**src/rtl/systolic_window_feeder.sv**
```systemverilog
// -----------------------------------------------------------------------------
// systolic_window_feeder
//
// Turns a raster-order pixel stream into KERNEL_SIZE x KERNEL_SIZE sliding
// windows for a systolic datapath. KERNEL_SIZE-1 line buffers hold the
// previous rows. A KxK column-register array shifts left on every accepted
// pixel. That array is the window output register.
//
// Handshake (both sides): a transfer happens on a rising edge where
// valid && ready are both high. Upstream holds in_pixel stable while in_valid
// is high and in_ready is low. The window side keeps window, frame_start and
// frame_done stable while window_valid is high and out_ready is low.
//
// Ports:
//   clk          rising-edge clock
//   rst          synchronous, active-high reset
//   in_valid     upstream pixel valid
//   in_ready     feeder can accept a pixel (= !window_valid || out_ready)
//   in_pixel     pixel, row-major, column 0 first
//   out_ready    downstream accepts the window
//   window       element (r,c) at [(r*K+c)*DATA_W +: DATA_W];
//                r=0 is the oldest row, c=0 is the leftmost column
//   window_valid window holds a complete KxK window
//   frame_start  first window of a frame (qualified by window_valid)
//   frame_done   last window of a frame (qualified by window_valid)
//
// Optional build macro WIN_COORD_EN adds these outputs:
//   win_row, win_col  bottom-right pixel position of the current window
// -----------------------------------------------------------------------------
module systolic_window_feeder #(
  parameter int IMG_WIDTH   = 3,
  parameter int IMG_HEIGHT  = 6,
  parameter int KERNEL_SIZE = 2,
  parameter int DATA_W      = 8,
  localparam int CW = (IMG_WIDTH  > 1) ? $clog2(IMG_WIDTH)  : 1,
  localparam int RW = (IMG_HEIGHT > 1) ? $clog2(IMG_HEIGHT) : 1
) (
  input  logic                                      clk,
  input  logic                                      rst,
  input  logic                                      in_valid,
  output logic                                      in_ready,
  input  logic [DATA_W-1:0]                         in_pixel,
  input  logic                                      out_ready,
  output logic [KERNEL_SIZE*KERNEL_SIZE*DATA_W-1:0] window,
  output logic                                      window_valid,
  output logic                                      frame_start,
  output logic                                      frame_done
`ifdef WIN_COORD_EN
  ,
  output logic [RW-1:0]                             win_row,
  output logic [CW-1:0]                             win_col
`endif
);

  localparam int K = KERNEL_SIZE;

  // Index 0 is the oldest row and index K-2 is the row just above the
  // current one.
  logic [DATA_W-1:0] r_lb  [K-1][IMG_WIDTH];
  logic [DATA_W-1:0] r_win [K][K];

  logic [CW-1:0] r_col;
  logic [RW-1:0] r_row;
  logic          r_valid;
  logic          r_start;
  logic          r_done;

  logic w_accept;
  logic w_release;
  logic w_col_last;
  logic w_row_last;
  logic w_win_pos;

  // Single output register stage. A window leaving in the same cycle frees
  // the slot, so continuous flow has no bubble.
  assign in_ready   = !r_valid || out_ready;
  assign w_accept   = in_valid && in_ready;
  assign w_release  = r_valid && out_ready;
  assign w_col_last = (r_col == CW'(IMG_WIDTH - 1));
  assign w_row_last = (r_row == RW'(IMG_HEIGHT - 1));
  // The pixel being accepted completes a window when it is at least K-1 rows
  // down and K-1 columns across.
  assign w_win_pos  = (r_row >= RW'(K - 1)) && (r_col >= CW'(K - 1));

  // Line buffers carry no reset. Stale contents only reach the window while
  // window_valid is low.
  always_ff @(posedge clk) begin
    if (w_accept) begin
      for (int r = 0; r < K - 2; r++) begin
        r_lb[r][r_col] <= r_lb[r+1][r_col];
      end
      r_lb[K-2][r_col] <= in_pixel;
    end
  end

  // Column-register array: shift left, then load the new right-hand column
  // from the line buffers (old values) plus the incoming pixel.
  always_ff @(posedge clk) begin
    if (rst) begin
      for (int r = 0; r < K; r++) begin
        for (int c = 0; c < K; c++) begin
          r_win[r][c] <= '0;
        end
      end
    end else if (w_accept) begin
      for (int r = 0; r < K; r++) begin
        for (int c = 0; c < K - 1; c++) begin
          r_win[r][c] <= r_win[r][c+1];
        end
      end
      for (int r = 0; r < K - 1; r++) begin
        r_win[r][K-1] <= r_lb[r][r_col];
      end
      r_win[K-1][K-1] <= in_pixel;
    end
  end

  // Raster counters and window qualifiers.
  always_ff @(posedge clk) begin
    if (rst) begin
      r_col   <= '0;
      r_row   <= '0;
      r_valid <= 1'b0;
      r_start <= 1'b0;
      r_done  <= 1'b0;
    end else if (w_accept) begin
      if (w_col_last) begin
        r_col <= '0;
        r_row <= w_row_last ? '0 : r_row + 1'b1;
      end else begin
        r_col <= r_col + 1'b1;
      end
      r_valid <= w_win_pos;
      r_start <= w_win_pos && (r_row == RW'(K - 1)) && (r_col == CW'(K - 1));
      r_done  <= w_win_pos && w_row_last && w_col_last;
    end else if (w_release) begin
      r_valid <= 1'b0;
      r_start <= 1'b0;
      r_done  <= 1'b0;
    end
  end

`ifdef WIN_COORD_EN
  logic [RW-1:0] r_win_row;
  logic [CW-1:0] r_win_col;

  always_ff @(posedge clk) begin
    if (rst) begin
      r_win_row <= '0;
      r_win_col <= '0;
    end else if (w_accept && w_win_pos) begin
      r_win_row <= r_row;
      r_win_col <= r_col;
    end
  end

  assign win_row = r_win_row;
  assign win_col = r_win_col;
`endif

  for (genvar gr = 0; gr < K; gr++) begin : g_row
    for (genvar gc = 0; gc < K; gc++) begin : g_col
      assign window[(gr*K+gc)*DATA_W +: DATA_W] = r_win[gr][gc];
    end
  end

  assign window_valid = r_valid;
  assign frame_start  = r_start;
  assign frame_done   = r_done;

endmodule

```
**config.mk**
```make
export PLATFORM = sky130hd
export DESIGN_NAME = systolic_window_feeder
export DESIGN_NICKNAME = d
export VERILOG_FILES = /design/src/rtl/systolic_window_feeder.sv
export SDC_FILE = /design/constraint.sdc
export NUM_CORES = 1
export LEC_CHECK = 0
export CAP_MARGIN = 20
export CORE_ASPECT_RATIO = 1.1
export CORE_MARGIN = 3
export CORE_UTILIZATION = 55
export DETAILED_ROUTE_END_ITERATION = 10
export PLACE_DENSITY = 0.93
export SLEW_MARGIN = 20
export SYNTH_ARGS = -nofsm -noshare
export SYNTH_HDL_FRONTEND = slang
export SYNTH_SLANG_ARGS = --single-unit
```
**constraint.sdc**
```tcl
create_clock -name clk -period 5.7 [get_ports clk]
set_clock_uncertainty 0.2 [all_clocks]
set_input_delay 0.57 -clock clk [delete_from_list [all_inputs] [get_ports clk]]
set_output_delay 0.57 -clock clk [all_outputs]
set_load 0.02 [all_outputs]
```
# Yosys cells after proc, flatten, opt, wreduce, memory -nomap -nowiden
# Memories as Yosys holds them, arrays and structs flattened.
# Index checks and enable logic that the tools add are counted.
[totals]
reg_bits = 8
ram_bits = 56
in_bits = 12
out_inout_bits = 36
memories = 2
[classes]
addsub = 2
order_cmp = 4
n_eq_ne = 4
n_mux = 21
n_bitwise = 5
n_reduce_logical = 12
[memory_table]
columns = ["memory", "words", "word_bits", "rd", "rd_clocked_by_memory_dff", "wr", "line", "rtl"]
rows = [
  ["r_win", 2, 16, 2, 0, 2, "60", "logic [DATA_W-1:0] r_win [K][K];"],
  ["r_lb", 1, 24, 1, 0, 1, "59", "logic [DATA_W-1:0] r_lb [K-1][IMG_WIDTH];"],
]
[op_table]
columns = ["cell", "n"]
rows = [
  ["$mux 8", 7],
  ["$mux 24", 1],
  ["$bmux 8 s2", 1],
  ["$demux 8 s2", 1],
  ["$mux 1", 9],
  ["$logic_and 1x1->1", 8],
  ["$or 1x1->1", 4],
  ["$add 3x1->3 const B", 1],
  ["$eq 3x1->1 const B", 1],
  ["$eq 3x3->1 const B", 1],
  ["$ge 3x1->1 const B", 1],
  ["$ge 3x3->1 const B", 1],
  ["$lt 3x1->1 const B", 1],
  ["$mux 3", 1],
  ["$not 2->3", 1],
  ["$add 2x1->2 const B", 1],
  ["$eq 2x1->1 const B", 1],
  ["$eq 2x2->1 const B", 1],
  ["$ge 2x1->1 const B", 1],
  ["$mux 2", 1],
  ["$reduce_and 2->1", 1],
  ["$reduce_bool 2->1", 1],
  ["$logic_not 1->1", 1],
  ["$logic_or 1x1->1", 1],
]

# Depth between registers and ports, before layout
# Gate-level depths: netlist of run 1.
[logic_depth]
word_depth = 7
mapped_depth = 5
mapped_depth_nobuf = 4

# Least setup slack after synthesis of run 1
# Ideal clock, no wire load.
[synth_timing]
path_type = "input -> register"
from = "input out_ready"
to = "memory r_win[0][0] (netlist name), enable pin"
setup_ns = 0.482
arrival_ns = 1.629
t_required_ns = 5.018
slack_ns = 3.389
path_stages = 4
path_buffers = 0
path_cell_list = "and2b_4 -> clkinv_2 -> nand2_1 -> nand2b_1"
[synth_rtl]
columns = ["element", "line", "rtl"]
rows = [
  ["start, declared", "43", "input logic out_ready,"],
  ["end, declared", "60", ""],
]

# Worst setup path after layout of run 1
[layout_timing]
from = "input out_ready"
to = "output in_ready"
[layout_via]
elab_chain_len = 1
[layout_rtl]
columns = ["element", "line", "rtl"]
rows = [
  ["$logic_or 1x1->1", "76", "assign in_ready = !r_valid || out_ready;"],
  ["end, declared", "41", "output logic in_ready,"],
]
# Every way passes these cells.

==> flow_summary.html, run 1 <==
<table>
<tr><th>Metric</th><th>Value</th></tr>
<tr><th colspan="2">Pwr</th></tr>
<tr><td>Clock network fraction of design power</td><td>35.1%</td></tr>
<tr><td>Switching power of the nets</td><td>225 uW</td></tr>
<tr><td>Post-layout total power</td><td>1010 uW</td></tr>
<tr><td>Power density normalized to cell area</td><td>313 nW/um2</td></tr>
<tr><td>Internal Dissipation</td><td>784 uW</td></tr>
<tr><td>Proportion of total power due to net switching</td><td>22.3%</td></tr>
<tr><td>Static leakage power</td><td>0.00116 uW</td></tr>
<tr><td>Sequential fraction of design power</td><td>54.6%</td></tr>
<tr><td>Worst supply voltage drop on vdd</td><td>0.000182 V</td></tr>
<tr><td>Share of power burned in combinational logic</td><td>10.3%</td></tr>
<tr><th colspan="2">Logic synthesis</th></tr>
<tr><td>Post-synthesis adder-cell area fraction</td><td>0%</td></tr>
<tr><td>Largest family of logic cells by synthesized area</td><td>simple AND/OR/NAND/NOR gates</td></tr>
<tr><td>Compound-cell area share of the yosys netlist</td><td>5.27%</td></tr>
<tr><td>Flop and latch count out of synthesis</td><td>64</td></tr>
<tr><td>Number of warning messages in the yosys log</td><td>0</td></tr>
<tr><td>Post-Synthesis Net Count</td><td>177</td></tr>
<tr><td>Distinct cell type count after synthesis</td><td>36</td></tr>
<tr><td>Multiplexer share of the synthesized area</td><td>4.53%</td></tr>
<tr><td>Xor-xnor portion of the synthesized cell area</td><td>0%</td></tr>
<tr><td>Number of standard cells after synthesis</td><td>165</td></tr>
<tr><td>Portion of the post-synthesis area used by sequential elements</td><td>72.4%</td></tr>
<tr><td>Netlist area before placement</td><td>2540 um2</td></tr>
<tr><td>Post-Synthesis Mean Instance Area</td><td>15.4 um2</td></tr>
<tr><td>Simple logic cell fraction of the synthesized area</td><td>15.4%</td></tr>
<tr><th colspan="2">Setup path</th></tr>
<tr><td>Critical path required time</td><td>4930 ps</td></tr>
<tr><td>Most common cell on crit path</td><td>clkdlybuf4s50_1</td></tr>
<tr><td>Worst EP arrival</td><td>1990 ps</td></tr>
<tr><td>Reg-to-reg setup timing slack</td><td>3300 ps</td></tr>
<tr><td>R2r startpoint</td><td>r_col[1]$_SDFFE_PP0P_</td></tr>
<tr><td>Max Fanout on Critical Path</td><td>7</td></tr>
<tr><td>Critical-path cell with the highest stage delay</td><td>clkdlybuf4s50_1</td></tr>
<tr><td>Crit path largest cell delay</td><td>620 ps</td></tr>
<tr><td>Worst Reg2Reg Path Length in Cells</td><td>2</td></tr>
<tr><td>Critical path class</td><td>input pin to output port</td></tr>
<tr><td>Type of origin of the critical path</td><td>input pin</td></tr>
<tr><td>Cell breakdown of the critical path</td><td>clkdlybuf4s50_1, and2b_4, clkinv_2, clkdlybuf4s50_1</td></tr>
<tr><td>Critical Path Sink Type</td><td>output port</td></tr>
<tr><td>Worst r2r dst</td><td>r_lb[0][0]$_DFFE_PP_</td></tr>
<tr><th colspan="2">Worst hold path</th></tr>
<tr><td>Worst hold endpoint</td><td>r_row[2]$_SDFFE_PP0P_</td></tr>
<tr><td>Number of cells on the worst hold path</td><td>2</td></tr>
<tr><td>Min-delay src</td><td>r_row[2]$_SDFFE_PP0P_</td></tr>
<tr><td>Class of the most critical hold timing path</td><td>flip-flop to flip-flop</td></tr>
<tr><th colspan="2">CTS</th></tr>
<tr><td>Post-CTS clock slew at the launch and capture registers of the worst setup and hold paths</td><td>60 ps</td></tr>
<tr><td>Number of buffers inserted by hold repair at cts</td><td>0</td></tr>
<tr><td>Clock network latency to the later pin of the worst-skew pair</td><td>330 ps</td></tr>
<tr><td>Postcts setup bufs</td><td>0</td></tr>
<tr><td>Clock tree from TritonCTS</td><td>yes</td></tr>
<tr><td>Resized cells post-CTS</td><td>0</td></tr>
<tr><td>TritonCTS Sinks</td><td>64</td></tr>
<tr><td>Maximum count of clock buffers along a single path</td><td>2</td></tr>
<tr><td>Number of clock buffers inserted by TritonCTS</td><td>9</td></tr>
<tr><td>CTS Root Cell</td><td>clkbuf_8</td></tr>
<tr><td>CTS H-Tree Depth</td><td>3</td></tr>
<tr><th colspan="2">Timing</th></tr>
<tr><td>Final setup violation count</td><td>0</td></tr>
<tr><td>Total count of max-transition violations in the final report</td><td>0</td></tr>
<tr><td>Setup repair after global routing missed its margin</td><td>false</td></tr>
<tr><td>Clock period minus final worst setup slack</td><td>2760 ps</td></tr>
<tr><td>Hold slack</td><td>299 ps</td></tr>
<tr><td>Transition time of the tightest slew-check pin</td><td>862 ps</td></tr>
<tr><td>Highest clock frequency the design can meet</td><td>362 MHz</td></tr>
<tr><td>Setup TNS</td><td>0 ps</td></tr>
<tr><td>Hold violation count in the final report</td><td>0</td></tr>
<tr><td>Max-Slew Margin vs Limit</td><td>42.4%</td></tr>
<tr><td>Part of the cycle the worst path needs</td><td>48.4%</td></tr>
<tr><th colspan="2">Finish</th></tr>
<tr><td>Post-route design area</td><td>3230 um2</td></tr>
<tr><td>Most frequent standard cell in the layout excluding fill and tap cells</td><td>edfxtp_1</td></tr>
<tr><td>Share of layout cells above drive strength 1</td><td>14.5%</td></tr>
<tr><td>Multi-input logic area</td><td>646 um2</td></tr>
<tr><td>Antenna cell count</td><td>0</td></tr>
<tr><td>Synth-to-Final Area Change</td><td>27.0%</td></tr>
<tr><td>Final core area utilization</td><td>73.7%</td></tr>
<tr><td>Final Net Count</td><td>228</td></tr>
<tr><td>Filler Cell Count</td><td>287</td></tr>
<tr><td>Most frequent cells in the layout</td><td>edfxtp_1, clkdlybuf4s50_1, and2_1</td></tr>
<tr><td>Storage element area</td><td>1840 um2</td></tr>
<tr><th colspan="2">Floorplanning</th></tr>
<tr><td>Die height</td><td>77.3 um</td></tr>
<tr><td>Initial Utilization</td><td>58.1%</td></tr>
<tr><td>Floorplan die area</td><td>5480 um2</td></tr>
<tr><td>Area inside the core boundary</td><td>4380 um2</td></tr>
<tr><td>Site Rows</td><td>25</td></tr>
<tr><td>Die X</td><td>70.8 um</td></tr>
<tr><td>Num ports</td><td>48</td></tr>
<tr><th colspan="2">Place</th></tr>
<tr><td>Instance area after placement</td><td>3040 um2</td></tr>
<tr><td>Detailed Place HPWL</td><td>3130 um</td></tr>
<tr><td>Number of input and output port buffers inserted</td><td>47</td></tr>
<tr><td>Placer Congestion</td><td>0.775</td></tr>
<tr><th colspan="2">Status</th></tr>
<tr><td>Status</td><td>finished clean</td></tr>
<tr><th colspan="2">Global route</th></tr>
<tr><td>Wire length of the first global-routing pass</td><td>7520 um</td></tr>
<tr><td>Via count of the first global-routing pass</td><td>1,502</td></tr>
<tr><td>Aggregate global routing overflow</td><td>0</td></tr>
<tr><td>Overall track demand over capacity in global routing</td><td>18.5%</td></tr>
<tr><td>Antenna violations before repair</td><td>0</td></tr>
<tr><td>Largest net degree at the start of global routing</td><td>33</td></tr>
<tr><th colspan="2">Drt</th></tr>
<tr><td>Number of optimization iterations in the first detailed-route pass</td><td>4</td></tr>
<tr><td>Amount of wire on met3 after detailed routing</td><td>343 um</td></tr>
<tr><td>Post-detailed-route wirelength per cell</td><td>16.9 um</td></tr>
<tr><td>Residual DRC</td><td>0</td></tr>
<tr><td>Average via count per standard cell</td><td>5.47</td></tr>
<tr><td>Remaining antenna violation count after routing</td><td>0</td></tr>
<tr><td>DRT iter0 DRCs</td><td>107</td></tr>
<tr><td>Highest layer used for signal routing</td><td>met4</td></tr>
<tr><td>Detail Route met2 WL</td><td>2510 um</td></tr>
<tr><td>Wire length reported by the detailed router</td><td>4650 um</td></tr>
<tr><td>WL met1</td><td>1720 um</td></tr>
<tr><td>Count of vias placed by the detailed router</td><td>1,504</td></tr>
<tr><th colspan="2">Run</th></tr>
<tr><td>Max-cap viol count</td><td>0</td></tr>
</table>
[final cells by class]
class / count / share of cell area, %
Sequential cell: 64 / 57.1
Timing Repair Buffer: 48 / 14.8
Tap cell: 54 / 2.09
Multi-Input combinational cell: 89 / 20.0
Inverter: 4 / 0.504
Clock buffer: 11 / 4.07
Clock inverter: 5 / 1.47
[worst max-delay path by stage]
stage / start / to / depth (start not counted)
6_report: out_ready / in_ready / 4
2_1_floorplan: out_ready / r_win[0][0]$_SDFFCE_PN0P_ / 4
3_5_place_dp: in_valid / r_win[0][8]$_SDFFCE_PN0P_ / 4
3_3_place_gp: in_valid / r_win[1][2]$_SDFFCE_PN0P_ / 4
4_1_cts: out_ready / in_ready / 4
5_1_grt: out_ready / in_ready / 4
[flip-flops by register name, summed over array words and instances (netlist names)]
signal / flops
r_row: 3
window_valid: 1
r_win: 32
frame_start: 1
r_lb: 24
r_col: 2
frame_done: 1
[synth_stat cells]
cell type / number / area (um2)
dfxtp_1: 8 / 160
or2_1: 8 / 50.1
mux2i_1: 9 / 90.1
nand4b_2: 1 / 15.0
a21oi_1: 3 / 15.0
nand2b_1: 3 / 18.8
mux2_1: 1 / 11.3
nand3b_1: 2 / 15.0
nor2b_1: 2 / 12.5
o41ai_2: 1 / 16.3
buf_2: 3 / 15.0
o21ai_0: 2 / 10.0
o221ai_1: 1 / 8.76
o21ai_2: 1 / 8.76
clkbuf_1: 2 / 7.51
or4_1: 1 / 7.51
inv_1: 2 / 7.51
buf_4: 3 / 22.5
nand4_2: 1 / 12.5
or4b_4: 1 / 13.8
nor3_2: 1 / 10.0
nor2_1: 2 / 7.51
or3b_1: 1 / 8.76
o21ai_1: 1 / 5.00
mux2i_2: 1 / 13.8
and3_1: 1 / 6.26
or2_2: 1 / 6.26
nand4_1: 1 / 6.26
inv_2: 1 / 3.75
or3_1: 1 / 6.26
and2b_4: 1 / 10.0
and2_1: 24 / 150
nand2_1: 9 / 33.8
clkinv_2: 1 / 5.00
edfxtp_1: 56 / 1680
a21oi_2: 8 / 70.1
[power by group through the flow]
stage	logic (uW)	clock network [uW]	registers (uW)
6_report	104	354	550
5_1_grt	111	378	554
4_1_cts	105	360	551
3_5_place_dp	105	0	561
2_1_floorplan	35.5	0	578
3_3_place_gp	101	0	558
[stage by stage]
stage          setup WS, ps  instances
6_report               2940        275
5_1_grt                2900        275
2_1_floorplan          3390        165
3_3_place_gp           2930        259
4_1_cts                2950        275
3_5_place_dp           2780        259
[layer usage]
layer  GRT usage (%)  vias up
met3            5.77        6
met2            30.8       71
met4            8.65        0
li1                -      698
met5               0        -
met1            21.7      729
[cells by family (layout without fill, tap and decap cells)]
group / after synthesis / count (layout)
muxes: 11 / 11
buffers and inverters: 12 / 68
AOI/OAI and AO/OA: 17 / 17
DFF: 64 / 64
and+or+nand+nor: 61 / 61
[worst max-delay path, delay by kind of cell]
kind / cells / cell delay, ps
and+or+nand+nor: 1 / 220
buffers and inverters: 3 / 1200
(Power assumes the default switching activity.)
==> run 2, diff against run 1 <==
Settings changed: CORE_UTILIZATION 55 to 51, PLACE_DENSITY 0.93 to 0.87.
Clock period 5.7 ns to 2.8 ns, I/O delays scaled along.
==> run 2 against run 1 <==
Compared with the run above:
- register-to-register slack worse by 2400 ps
- critical path depth unchanged
- sequential power up 100%
- design area down 0.39%
- hold slack about the same
- combinational power up 100%
- critical path type unchanged
==> flow_summary.html, run 2 (synthesized netlist as in run 1, its figures left out) <==
<table>
<tr><th>Metric</th><th>Value</th></tr>
<tr><th colspan="2">CTS</th></tr>
<tr><td>Number of clock buffers inserted by TritonCTS</td><td>9</td></tr>
<tr><td>CTS Root Cell</td><td>clkbuf_8</td></tr>
<tr><td>CTS H-Tree Depth</td><td>3</td></tr>
<tr><td>Number of buffers inserted by hold repair at cts</td><td>0</td></tr>
<tr><td>Post-CTS clock slew at the launch and capture registers of the worst setup and hold paths</td><td>60 ps</td></tr>
<tr><td>Postcts setup bufs</td><td>0</td></tr>
<tr><td>Clock network latency to the later pin of the worst-skew pair</td><td>330 ps</td></tr>
<tr><td>Resized cells post-CTS</td><td>0</td></tr>
<tr><td>TritonCTS Sinks</td><td>64</td></tr>
<tr><td>Maximum count of clock buffers along a single path</td><td>2</td></tr>
<tr><td>Clock tree from TritonCTS</td><td>yes</td></tr>
<tr><th colspan="2">Setup path</th></tr>
<tr><td>Type of origin of the critical path</td><td>input pin</td></tr>
<tr><td>CP top delay family</td><td>buffers and inverters</td></tr>
<tr><td>Critical Path Sink Type</td><td>output port</td></tr>
<tr><td>Launching instance or port of the critical path</td><td>out_ready</td></tr>
<tr><td>Critical path class</td><td>input pin to output port</td></tr>
<tr><td>Bufs and invs on worst path</td><td>3</td></tr>
<tr><td>Cell breakdown of the critical path</td><td>clkdlybuf4s50_1, and2b_4, clkinv_2, clkdlybuf4s50_1</td></tr>
<tr><td>Worst EP arrival</td><td>1710 ps</td></tr>
<tr><td>R2r startpoint</td><td>r_col[1]$_SDFFE_PP0P_</td></tr>
<tr><td>Max Fanout on Critical Path</td><td>7</td></tr>
<tr><td>Crit path largest cell delay</td><td>610 ps</td></tr>
<tr><td>Critical-path cell with the highest stage delay</td><td>clkdlybuf4s50_1</td></tr>
<tr><td>Most common cell on crit path</td><td>clkdlybuf4s50_1</td></tr>
<tr><td>Critical path required time</td><td>2320 ps</td></tr>
<tr><th colspan="2">Finish</th></tr>
<tr><td>Final core area utilization</td><td>68.2%</td></tr>
<tr><td>Register containing the most flip-flops in the final layout</td><td>r_win</td></tr>
<tr><td>Synth-to-Final Area Change</td><td>26.5%</td></tr>
<tr><td>Largest registers</td><td>r_win x32, r_lb x24, r_row x3</td></tr>
<tr><td>Share of layout cells above drive strength 1</td><td>15.7%</td></tr>
<tr><td>Number of flip-flops in the largest register</td><td>32</td></tr>
<tr><td>Most frequent cells in the layout</td><td>edfxtp_1, clkdlybuf4s50_1, and2_1</td></tr>
<tr><td>Antenna cell count</td><td>0</td></tr>
<tr><td>Most frequent standard cell in the layout excluding fill and tap cells</td><td>edfxtp_1</td></tr>
<tr><td>Final Net Count</td><td>230</td></tr>
<tr><th colspan="2">Drt</th></tr>
<tr><td>Number of optimization iterations in the first detailed-route pass</td><td>4</td></tr>
<tr><td>Post-detailed-route wirelength per cell</td><td>15.1 um</td></tr>
<tr><td>Remaining antenna violation count after routing</td><td>0</td></tr>
<tr><td>Wire length reported by the detailed router</td><td>4220 um</td></tr>
<tr><td>Residual DRC</td><td>0</td></tr>
<tr><td>Average via count per standard cell</td><td>5.19</td></tr>
<tr><td>Count of vias placed by the detailed router</td><td>1,449</td></tr>
<tr><td>DRT iter0 DRCs</td><td>104</td></tr>
<tr><th colspan="2">Floorplanning</th></tr>
<tr><td>Die height</td><td>80.1 um</td></tr>
<tr><td>Num ports</td><td>48</td></tr>
<tr><td>Site Rows</td><td>26</td></tr>
<tr><td>Area inside the core boundary</td><td>4720 um2</td></tr>
<tr><td>Floorplan die area</td><td>5870 um2</td></tr>
<tr><td>Initial Utilization</td><td>53.9%</td></tr>
<tr><td>Die X</td><td>73.3 um</td></tr>
<tr><th colspan="2">Global route</th></tr>
<tr><td>Wire length of the first global-routing pass</td><td>6930 um</td></tr>
<tr><td>Met1 routing resource usage after global routing</td><td>18.4%</td></tr>
<tr><td>Largest net degree at the start of global routing</td><td>33</td></tr>
<tr><td>Most heavily used metal layer in global routing</td><td>met2</td></tr>
<tr><td>M2 GR Usage</td><td>27.4%</td></tr>
<tr><td>Global-route track usage on met3</td><td>3.88%</td></tr>
<tr><td>Antenna violations before repair</td><td>0</td></tr>
<tr><td>Overall track demand over capacity in global routing</td><td>16.2%</td></tr>
<tr><td>Via count of the first global-routing pass</td><td>1,443</td></tr>
<tr><td>Aggregate global routing overflow</td><td>0</td></tr>
<tr><th colspan="2">Status</th></tr>
<tr><td>Status</td><td>finished clean</td></tr>
<tr><th colspan="2">Timing</th></tr>
<tr><td>Highest clock frequency the design can meet</td><td>456 MHz</td></tr>
<tr><td>Max-Slew Margin vs Limit</td><td>57.9%</td></tr>
<tr><td>Final setup violation count</td><td>0</td></tr>
<tr><td>Transition time of the tightest slew-check pin</td><td>631 ps</td></tr>
<tr><td>Setup repair after global routing missed its margin</td><td>false</td></tr>
<tr><td>Total count of max-transition violations in the final report</td><td>0</td></tr>
<tr><td>Part of the cycle the worst path needs</td><td>78.4%</td></tr>
<tr><td>Clock period minus final worst setup slack</td><td>2190 ps</td></tr>
<tr><td>Setup TNS</td><td>0 ps</td></tr>
<tr><td>Hold violation count in the final report</td><td>0</td></tr>
<tr><th colspan="2">Run</th></tr>
<tr><td>Max-cap viol count</td><td>0</td></tr>
<tr><th colspan="2">Pwr</th></tr>
<tr><td>Worst supply voltage drop on vdd</td><td>0.000353 V</td></tr>
<tr><td>Power density normalized to cell area</td><td>612 nW/um2</td></tr>
<tr><td>Static leakage power</td><td>0.00116 uW</td></tr>
<tr><th colspan="2">Place</th></tr>
<tr><td>Number of input and output port buffers inserted</td><td>47</td></tr>
<tr><td>Placer Congestion</td><td>0.746</td></tr>
<tr><td>Detailed Place HPWL</td><td>2690 um</td></tr>
<tr><th colspan="2">Worst hold path</th></tr>
<tr><td>Min-delay src</td><td>frame_done$_SDFFE_PP0P_</td></tr>
<tr><td>Class of the most critical hold timing path</td><td>flip-flop to flip-flop</td></tr>
</table>
-- run 2: path summary, 6_finish.rpt --
check                           cells after the start  slack, ps                 endpoint
worst max-delay path                                4        610                 in_ready
worst min-delay path                                2        300  frame_done$_SDFFE_PP0P_
worst max register to register                      2        860     r_lb[0][2]$_DFFE_PP_
worst min register to register                      2        300  frame_done$_SDFFE_PP0P_
-- run 2: tightest hold or removal path: stages (launching register included) --
cell	delay [ps]
dfxtp_1	310
nand3b_1	100
o21ai_2	50
-- run 2: area by class of cell --
cell class	count	area, um2
Inverter	4	16.3
Fill cell	303	1500
Timing Repair Buffer	50	493
Multi-Input combinational cell	89	639
Sequential cell	64	1840
Tap cell	56	70.1
Clock inverter	5	23.8
Clock buffer	11	131
-- run 2: routing by layer --
| layer | wire length [um] | vias to the layer above | share of wire (%) |
|---|---|---|---|
| met5 | 0 | - | 0 |
| met4 | 105 | 0 | 2.5 |
| met3 | 197 | 10 | 4.7 |
| met2 | 2280 | 35 | 54 |
| met1 | 1640 | 700 | 39 |
| li1 | - | 704 | - |
-- run 2: power by group --
part	switching [uW]	total [uW]	internal [uW]	leakage, uW
sequential	23.1	1120	1090	0.000638
clock	328	640	312	0.0000843
combinational	111	211	100	0.000435
total	462	1970	1510	0.00116
-- run 2: stage by stage --
stage	power, uW	worst slack [ps]	hold WS, ps	instances	cell area [um2]
after floorplan	1250	625	179	165	2540
after global placement	1340	467	276	263	3060
after detailed placement	1350	421	287	263	3060
after CTS	1980	606	298	279	3220
after global routing	2040	578	320	279	3220
final	1970	605	300	279	3220
